[src/rtl/fetch_queue_pkg.sv]
// rtl/fetch_queue_pkg.sv - shared CPU constants and fetch queue entry layout
package fetch_queue_pkg;

    localparam logic [31:0] FQ_RESET_PC  = 32'h0000_3000;
    localparam logic [31:0] FQ_NOP_INSTR = 32'h0000_0000;
    localparam int          FQ_ENTRY_W   = 65;

    typedef struct packed {
        logic        adel;
        logic [31:0] pc;
        logic [31:0] instr;
    } fq_entry_t;

endpackage

[src/rtl/fq_storage.sv]
// rtl/fq_storage.sv - DEPTH x 65 entry array, one write port, combinational read
module fq_storage
    import fetch_queue_pkg::*;
#(
    parameter int DEPTH = 4,
    parameter int AW    = 2
) (
    input  logic                  clk,
    input  logic                  i_we,
    input  logic [AW-1:0]         i_waddr,
    input  logic [FQ_ENTRY_W-1:0] i_wdata,
    input  logic [AW-1:0]         i_raddr,
    output logic [FQ_ENTRY_W-1:0] o_rdata
);

    // No reset: validity is tracked by the controller's count.
    logic [FQ_ENTRY_W-1:0] r_mem [DEPTH];

    always_ff @(posedge clk) begin
        if (i_we) begin
            r_mem[i_waddr] <= i_wdata;
        end
    end

    assign o_rdata = r_mem[i_raddr];

endmodule

[src/rtl/fetch_queue.sv]
// rtl/fetch_queue.sv - instruction fetch queue between IFU and decode
module fetch_queue
    import fetch_queue_pkg::*;
#(
    parameter int          DEPTH    = 4,
    parameter logic [31:0] RESET_PC = FQ_RESET_PC
) (
    input  logic                     clk,
    input  logic                     reset,
    input  logic                     in_valid,
    input  logic [31:0]              in_instr,
    input  logic [31:0]              in_pc,
    output logic                     in_ready,
    output logic                     out_valid,
    input  logic                     out_ready,
    output logic [31:0]              out_instr,
    output logic [31:0]              out_pc,
    output logic                     out_adel,
    input  logic                     flush,
    output logic [$clog2(DEPTH):0]   count
);

    localparam int AW = $clog2(DEPTH);
    localparam int CW = AW + 1;

    logic [AW-1:0]         r_wptr;
    logic [AW-1:0]         r_rptr;
    logic [CW-1:0]         r_count;

    logic                  w_full;
    logic                  w_empty;
    logic                  w_push;
    logic                  w_pop;
    fq_entry_t             w_wentry;
    fq_entry_t             w_head;
    logic [FQ_ENTRY_W-1:0] w_rdata;

    assign w_full  = (r_count == CW'(DEPTH));
    assign w_empty = (r_count == '0);

    // in_ready depends only on registered count, never on out_ready.
    assign in_ready  = !w_full;
    assign out_valid = !w_empty;
    assign count     = r_count;

    assign w_push = in_valid && !w_full && !flush;
    assign w_pop  = out_ready && !w_empty && !flush;

    always_comb begin
        w_wentry       = '0;
        w_wentry.adel  = (in_pc[1:0] != 2'b00);
        w_wentry.pc    = in_pc;
        w_wentry.instr = in_instr;
    end

    fq_storage #(
        .DEPTH (DEPTH),
        .AW    (AW)
    ) u_storage (
        .clk     (clk),
        .i_we    (w_push),
        .i_waddr (r_wptr),
        .i_wdata (w_wentry),
        .i_raddr (r_rptr),
        .o_rdata (w_rdata)
    );

    assign w_head = fq_entry_t'(w_rdata);

    always_comb begin
        out_instr = FQ_NOP_INSTR;
        out_pc    = RESET_PC;
        out_adel  = 1'b0;
        if (!w_empty) begin
            out_instr = w_head.instr;
            out_pc    = w_head.pc;
            out_adel  = w_head.adel;
        end
    end

    always_ff @(posedge clk or negedge reset) begin
        if (!reset) begin
            r_wptr  <= '0;
            r_rptr  <= '0;
            r_count <= '0;
        end else if (flush) begin
            r_wptr  <= '0;
            r_rptr  <= '0;
            r_count <= '0;
        end else begin
            if (w_push) begin
                r_wptr <= r_wptr + AW'(1);
            end
            if (w_pop) begin
                r_rptr <= r_rptr + AW'(1);
            end
            case ({w_push, w_pop})
                2'b10:   r_count <= r_count + CW'(1);
                2'b01:   r_count <= r_count - CW'(1);
                default: r_count <= r_count;
            endcase
        end
    end

endmodule

[config.mk]
export PLATFORM = sky130hd
export DESIGN_NAME = fetch_queue
export DESIGN_NICKNAME = d
export VERILOG_FILES = /design/src/rtl/fetch_queue_pkg.sv /design/src/rtl/fq_storage.sv /design/src/rtl/fetch_queue.sv
export SDC_FILE = /design/constraint.sdc
export NUM_CORES = 1
export LEC_CHECK = 0
export ABC_CLOCK_PERIOD_IN_PS = 6300
export BUFFER_PORTS_ARGS = -buffer_cell sky130_fd_sc_hd__buf_2
export CORE_UTILIZATION = 55
export DETAILED_ROUTE_END_ITERATION = 16
export MAX_ROUTING_LAYER = met4
export PLACE_DENSITY = 0.77
export SYNTH_ARGS = -nofsm -noshare
export SYNTH_HDL_FRONTEND = slang
export SYNTH_SLANG_ARGS = --single-unit
[constraint.sdc]
create_clock -name clk -period 6.3 [get_ports clk]
set_input_delay 1.26 -clock clk [delete_from_list [all_inputs] [get_ports clk]]
set_output_delay 1.26 -clock clk [all_outputs]
set_load 0.01 [all_outputs]
==> flow_metrics.tcl, run 1 <==
set metrics [dict create \
    drc 0 \
    pin_count 139 \
    required_ns 5.04 \
    grt_pass1_vias 5403 \
    fin_skew_ns 0.00864 \
    ys_ff_latch 267 \
    setup-tns-final_ns 0 \
    vias 4971 \
    synthCells 476 \
    root_buffer "clkbuf_16" \
    nets 693 \
    initial_core_util 0.570 \
    leakage_nw 4.20 \
    ys_async_sr_fraction 0.0262 \
    die_h_um 140 \
    port_buffers 138 \
    ys.flop_type "edfxtp_1" \
    ys_top_cells_by_area "edfxtp_1 (75%), mux4_2 (14%), and2_1 (4.0%), dfrtp_1 (1.7%), buf_12 (0.77%)" \
    drt-initial-drc-count 410 \
    p_switching_mw 1.01 \
    synth_top_cell_area_share 0.750 \
    grt_usage 0.202 \
    grt_start_max_net_pins 67 \
    timing.hold.ws_ns 0.568 \
    insertion_delay_ns 0.52 \
    ir_drop_uv 195 \
    cts.sinks 267 \
    status "complete, no violations" \
    synth-edff-count 260 \
    cp_cell_sequence "buf_4 > mux4_2 > and2_1 > buf_2" \
    hp-class "in -> async" \
    cpPeakStageDelay_ns 1.08 \
    hpwl_um 10200 \
    max_freq_mhz 238 \
    ys_seq_area_frac 0.767 \
    core_um2 18300 \
    fillCellCount 1187 \
    multi_input_area_um2 2230 \
    worst_setup_path_start_kind "flop" \
    gr-max-usage-layer "met2" \
    worstPathArrival_ns 2.95 \
    hold_violations 0 \
    cts_tree "done" \
    dp_slack_ns 2.53 \
    die_w_um 140 \
    period_share 0.668 \
    die_area_um2 19500 \
    place_congestion 0.729 \
    grt_use_met1 0.257 \
    intPower_mw 3.42 \
    setup_ws_ns 2.09 \
    dr.pass1.iters 7 \
    combPwrFrac 0.140 \
    cts_resized 0 \
    cp_slowest_cell "dfrtp_4" \
    seqPwrFrac 0.473 \
    grt_use_met3 0.0351 \
    synth_cell_type_count 36 \
    setup.worst_path.end_class "output port" \
    tightest_slew_ns 1.02 \
    wl_um 18500 \
    grt_pass1_wl_um 29100 \
    synth_most_common_cell "edfxtp_1" \
    maxCapViolCount 0 \
    wl_per_cell_um 21.3 \
    synth_top_area_cell "edfxtp_1" \
    postRouteAntennaNets 0 \
    layout_min_cycle_time_ns 4.21 \
    register_area_um2 7990 \
    crit_type "reg -> out" \
    powerDensity_nw_per_um2 363 \
    rows 49 \
    grt_overflow 0 \
    antenna_found_initial 3 \
    slew_headroom 0.321 \
    switching_share 0.229 \
    maxSlewViolCount 0 \
    setup_viol 0 \
    grtUsageMet2 0.340 \
    cts_max_level 1 \
    drive_gt1_frac 0.398 \
    synth_common_cells "edfxtp_1 (260), and2_1 (67), mux4_2 (65), buf_2 (10), clkbuf_1 (9)" \
    synthesis.area_um2 10400 \
    yosysWarnings 0 \
    cts_hold_buf 0 \
    clock_path_buffers 3 \
    post_drt_via_cell_ratio 5.70 \
    cts_buffers 28 \
    clkSlewWorstSetupHoldPaths_ns 0.06 \
    syn2layout_area_growth_pct 17.3 \
    syn_area_per_cell_um2 21.9 \
    synth_nets 550 \
    pwr-share-clk 0.387 \
    rsz0062_at_grt "false" \
    post_cts_buffers 0 \
    worstPathMaxFanout 50 \
]
[state kept, by name, summed over array words and instances (netlist names)]
signal	count
count	3
r_wptr	2
r_rptr	2
u_storage.r_mem	260
[through the flow]
stage	instance area [um2]	total power [mW]	utilization	cells
floorplan	10400	2.55	-	476
global placement	11200	2.75	0.615	818
detailed placement	11200	2.77	0.615	818
CTS	12200	4.47	0.668	869
global route	12200	4.59	0.668	872
finish	12200	4.43	0.668	872
[layer usage]
layer | vias to the layer above | routed length (um)
met2 | 150 | 9570
met4 | 0 | 216
met3 | 21 | 1030
li1 | 2223 | -
met1 | 2577 | 7720
met5 | - | 0
[cells by family after synthesis]
group | synth area share
DFF | 0.767
and+or+nand+nor | 0.0514
muxes | 0.142
buffers and inverters | 0.0197
AOI/OAI and AO/OA | 0.0111
adders and majority gates | 0.00673
xor gates and xnor gates | 0.00252
[worst max-delay path: cells and delay by family (launching register included)]
| family | cells | cell delay (ns) |
|---|---|---|
| flops | 1 | 1.08 |
| buf+inv | 2 | 0.61 |
| mux | 1 | 0.55 |
| simple gates | 1 | 0.17 |
[worst paths after layout]
path / start / end / cells after the start / slack, ns
max: r_rptr[0]$_DFFE_PN0P_ / out_pc[0] / 4 / 2.09
min: reset / count[2]$_DFFE_PN0P_ / 1 / 0.57
max reg2reg: count[0]$_DFFE_PN0P_ / count[1]$_DFFE_PN0P_ / 6 / 3.72
min reg2reg: r_wptr[1]$_DFFE_PN0P_ / r_wptr[1]$_DFFE_PN0P_ / 2 / 0.60
max in group asynchronous: reset / r_rptr[0]$_DFFE_PN0P_ / 1 / 5.55
min in group clk: r_wptr[1]$_DFFE_PN0P_ / r_wptr[1]$_DFFE_PN0P_ / 2 / 0.60
[power groups by stage]
stage / logic, mW / registers [mW] / clock network, mW
after floorplan: 0.484 / 2.07 / 0
after global placement: 0.618 / 2.13 / 0
after detailed placement: 0.628 / 2.14 / 0
after CTS: 0.633 / 2.10 / 1.74
after global routing: 0.675 / 2.11 / 1.80
final: 0.620 / 2.10 / 1.71
[final cells by class]
| cell class | instances | share of cell area |
|---|---|---|
| Clock inverter | 16 | 0.0186 |
| Antenna cell | 3 | 0.000615 |
| Tap cell | 229 | 0.0235 |
| Sequential cell | 267 | 0.654 |
| Multi-Input combinational cell | 177 | 0.183 |
| Timing Repair Buffer | 139 | 0.0572 |
| Inverter | 6 | 0.00184 |
| Clock buffer | 35 | 0.0613 |
[cell usage in the layout, fill, tap and decap left out, types with 2 or more instances in the layout]
| cell type | netlist | layout |
|---|---|---|
| edfxtp_1 | 260 | 260 |
| buf_2 | 10 | 138 |
| mux4_2 | 65 | 65 |
| and2_1 | 67 | 63 |
| clkbuf_16 | 0 | 29 |
| clkbuf_1 | 9 | 6 |
| bufinv_16 | 0 | 6 |
| inv_1 | 6 | 5 |
| nor2_1 | 5 | 5 |
| clkinv_2 | 0 | 5 |
| dfrtp_1 | 7 | 5 |
| and2_4 | 0 | 4 |
| ha_1 | 4 | 4 |
| clkinv_1 | 0 | 4 |
| diode_2 | 0 | 3 |
| nor3_1 | 3 | 3 |
| xor2_1 | 3 | 3 |
| a21oi_1 | 3 | 3 |
| or2_1 | 2 | 2 |
| nand3b_1 | 2 | 2 |
| o21ai_0 | 2 | 2 |
| nand3_1 | 2 | 2 |
| o311ai_0 | 2 | 2 |
| a31oi_1 | 2 | 2 |
| dfrtp_4 | 0 | 2 |
Note: power is estimated with default switching activity, not from simulation.
==> inputs of run 2 (changes only) <==
--- a/config.mk
+++ b/config.mk
@@ -5,12 +5,12 @@
 export SDC_FILE = /design/constraint.sdc
 export NUM_CORES = 1
 export LEC_CHECK = 0
-export ABC_CLOCK_PERIOD_IN_PS = 6300
+export ABC_CLOCK_PERIOD_IN_PS = 3500
 export BUFFER_PORTS_ARGS = -buffer_cell sky130_fd_sc_hd__buf_2
-export CORE_UTILIZATION = 55
+export CORE_UTILIZATION = 52
 export DETAILED_ROUTE_END_ITERATION = 16
 export MAX_ROUTING_LAYER = met4
-export PLACE_DENSITY = 0.77
+export PLACE_DENSITY = 0.76
 export SYNTH_ARGS = -nofsm -noshare
 export SYNTH_HDL_FRONTEND = slang
 export SYNTH_SLANG_ARGS = --single-unit
==> constraint.sdc (replaced) <==
create_clock -name clk -period 3.5 [get_ports clk]
set_input_delay 0.7 -clock clk [delete_from_list [all_inputs] [get_ports clk]]
set_output_delay 0.7 -clock clk [all_outputs]
set_load 0.01 [all_outputs]
==> run 2 against run 1 <==
Setup slack got worse by 1.7 ns; core utilization decreased by 4.3 points; die area increased by 5.7%; flip-flop and latch count stayed put; critical path type unchanged; largest cell class unchanged; largest power group unchanged.
==> flow_metrics.tcl, run 2 (synthesis gave the netlist of run 1 again) <==
set metrics [dict create \
    period_share 0.896 \
    grt_pass1_wl_um 29600 \
    wl_um 19300 \
    drive_gt1_frac 0.399 \
    grt_overflow 0 \
    hpwl_um 12000 \
    place_congestion 0.765 \
    seqPwrFrac 0.495 \
    layout_min_cycle_time_ns 3.13 \
    clkSlewWorstSetupHoldPaths_ns 0.06 \
    vias 5042 \
    post_cts_buffers 0 \
    cts_hold_buf 0 \
    cts_resized 0 \
    dp.cells 866 \
    max_flop_register "u_storage.r_mem" \
    syn2layout_area_growth_pct 17.4 \
    insertion_delay_ns 0.51 \
    antenna_found_initial 1 \
    port_buffers 138 \
    postRouteAntennaNets 0 \
    fillCellCount 1373 \
    core_um2 19500 \
    r2r_cells 6 \
    grt_usage 0.201 \
    grt_pass1_vias 5270 \
    setup_viol 0 \
    post_drt_via_cell_ratio 5.50 \
    max_freq_mhz 319 \
    timing.hold.ws_ns 0.0209 \
    drt-initial-drc-count 374 \
    status "complete, no violations" \
    drc 0 \
    final_cell_mix "edfxtp_1 (260), buf_2 (138), mux4_2 (65), and2_1 (63), clkbuf_16 (27)" \
    hold_violations 0 \
    switching_share 0.238 \
    leakage_nw 4.19 \
    maxCapViolCount 0 \
    powerDensity_nw_per_um2 613 \
    rows 51 \
    setup.worst_path.end_class "output port" \
    root_buffer "clkbuf_16" \
    setup-tns-final_ns 0 \
    worstPathMaxFanout 64 \
    cts_tree "done" \
    worst_setup_path_start_kind "flop" \
    pin_count 139 \
    ir_drop_uv 278 \
    grt_start_max_net_pins 65 \
    final_common_cell "edfxtp_1" \
    largest_reg_flops 260 \
    worstPathArrival_ns 2.43 \
    power.total_mw 7.49 \
    maxSlewViolCount 0 \
    intPower_mw 5.71 \
    die_w_um 143 \
    rsz0062_at_grt "false" \
    p_switching_mw 1.78 \
    clock_path_buffers 3 \
    tightest_slew_ns 0.899 \
    fin_skew_ns 0.0121 \
    cts.sinks 267 \
    wl_per_cell_um 21.1 \
    nets 703 \
    crit_type "reg -> out" \
    cts_max_level 1 \
    dr.pass1.iters 5 \
    die_h_um 143 \
    combPwrFrac 0.164 \
    hp-class "in -> async" \
    required_ns 2.80 \
    pwr-share-clk 0.341 \
    die_area_um2 20600 \
    slew_headroom 0.400 \
    initial_core_util 0.533 \
    cts_buffers 26 \
    final_cells 916 \
    regToRegSetupSlack_ns 0.86 \
]
[run 2: routing by layer]
metal  share of wire  GRT usage  wire length, um  vias up
li1                -          -                -     2244
met1            0.42      0.268             8040     2611
met2            0.51      0.329             9930      158
met3           0.055     0.0307             1060       29
met4           0.015     0.0498              282        0
met5               0          -                0        -
[run 2: power by group through the flow]
stage          Sequential [mW]  Clock [mW]  Combinational [mW]
2_1_floorplan             3.72           0               0.871
3_3_place_gp              3.76           0                1.23
3_5_place_dp              3.77           0                1.26
4_1_cts                   3.71        2.60                1.26
5_1_grt                   3.72        2.73                1.35
6_report                  3.70        2.56                1.23
[run 2: critical path, cell delays in order, from the launching register on]
cell     delay, ns
dfrtp_1       0.61
nor3_1        0.17
inv_2         0.68
and2_1        0.29
buf_2         0.15
[run 2: area by class of cell]
type / instances / area [um2] / share of cell area
inverters: 6 / 22.5 / 0.00184
repair buffers: 151 / 851 / 0.0696
clock buffers: 33 / 698 / 0.0571
well taps: 265 / 332 / 0.0271
multi-input cells: 177 / 2230 / 0.183
flip-flops and latches: 267 / 7990 / 0.654
clock inverters: 15 / 88.8 / 0.00727
diodes: 2 / 5.00 / 0.000410
[run 2: worst paths after layout]
kind,startpoint,to
min in group clk,in_instr[0],u_storage.r_mem[1][0]$_DFFE_PP_
worst min register to register,r_wptr[0]$_DFFE_PN0P_,r_wptr[0]$_DFFE_PN0P_
worst max register to register,count[0]$_DFFE_PN0P_,count[1]$_DFFE_PN0P_
worst max-delay path,count[0]$_DFFE_PN0P_,out_instr[29]
worst min-delay path,reset,count[0]$_DFFE_PN0P_
max in group asynchronous,reset,r_rptr[0]$_DFFE_PN0P_
[run 2: metrics by stage]
stage	util	worst slack [ns]	area, um2
finish	0.626	0.365	12200
global route	0.626	0.162	12200
CTS	0.625	0.312	12200
detailed placement	0.585	0.772	11400
global placement	0.585	0.811	11400
floorplan	-	0.280	10400
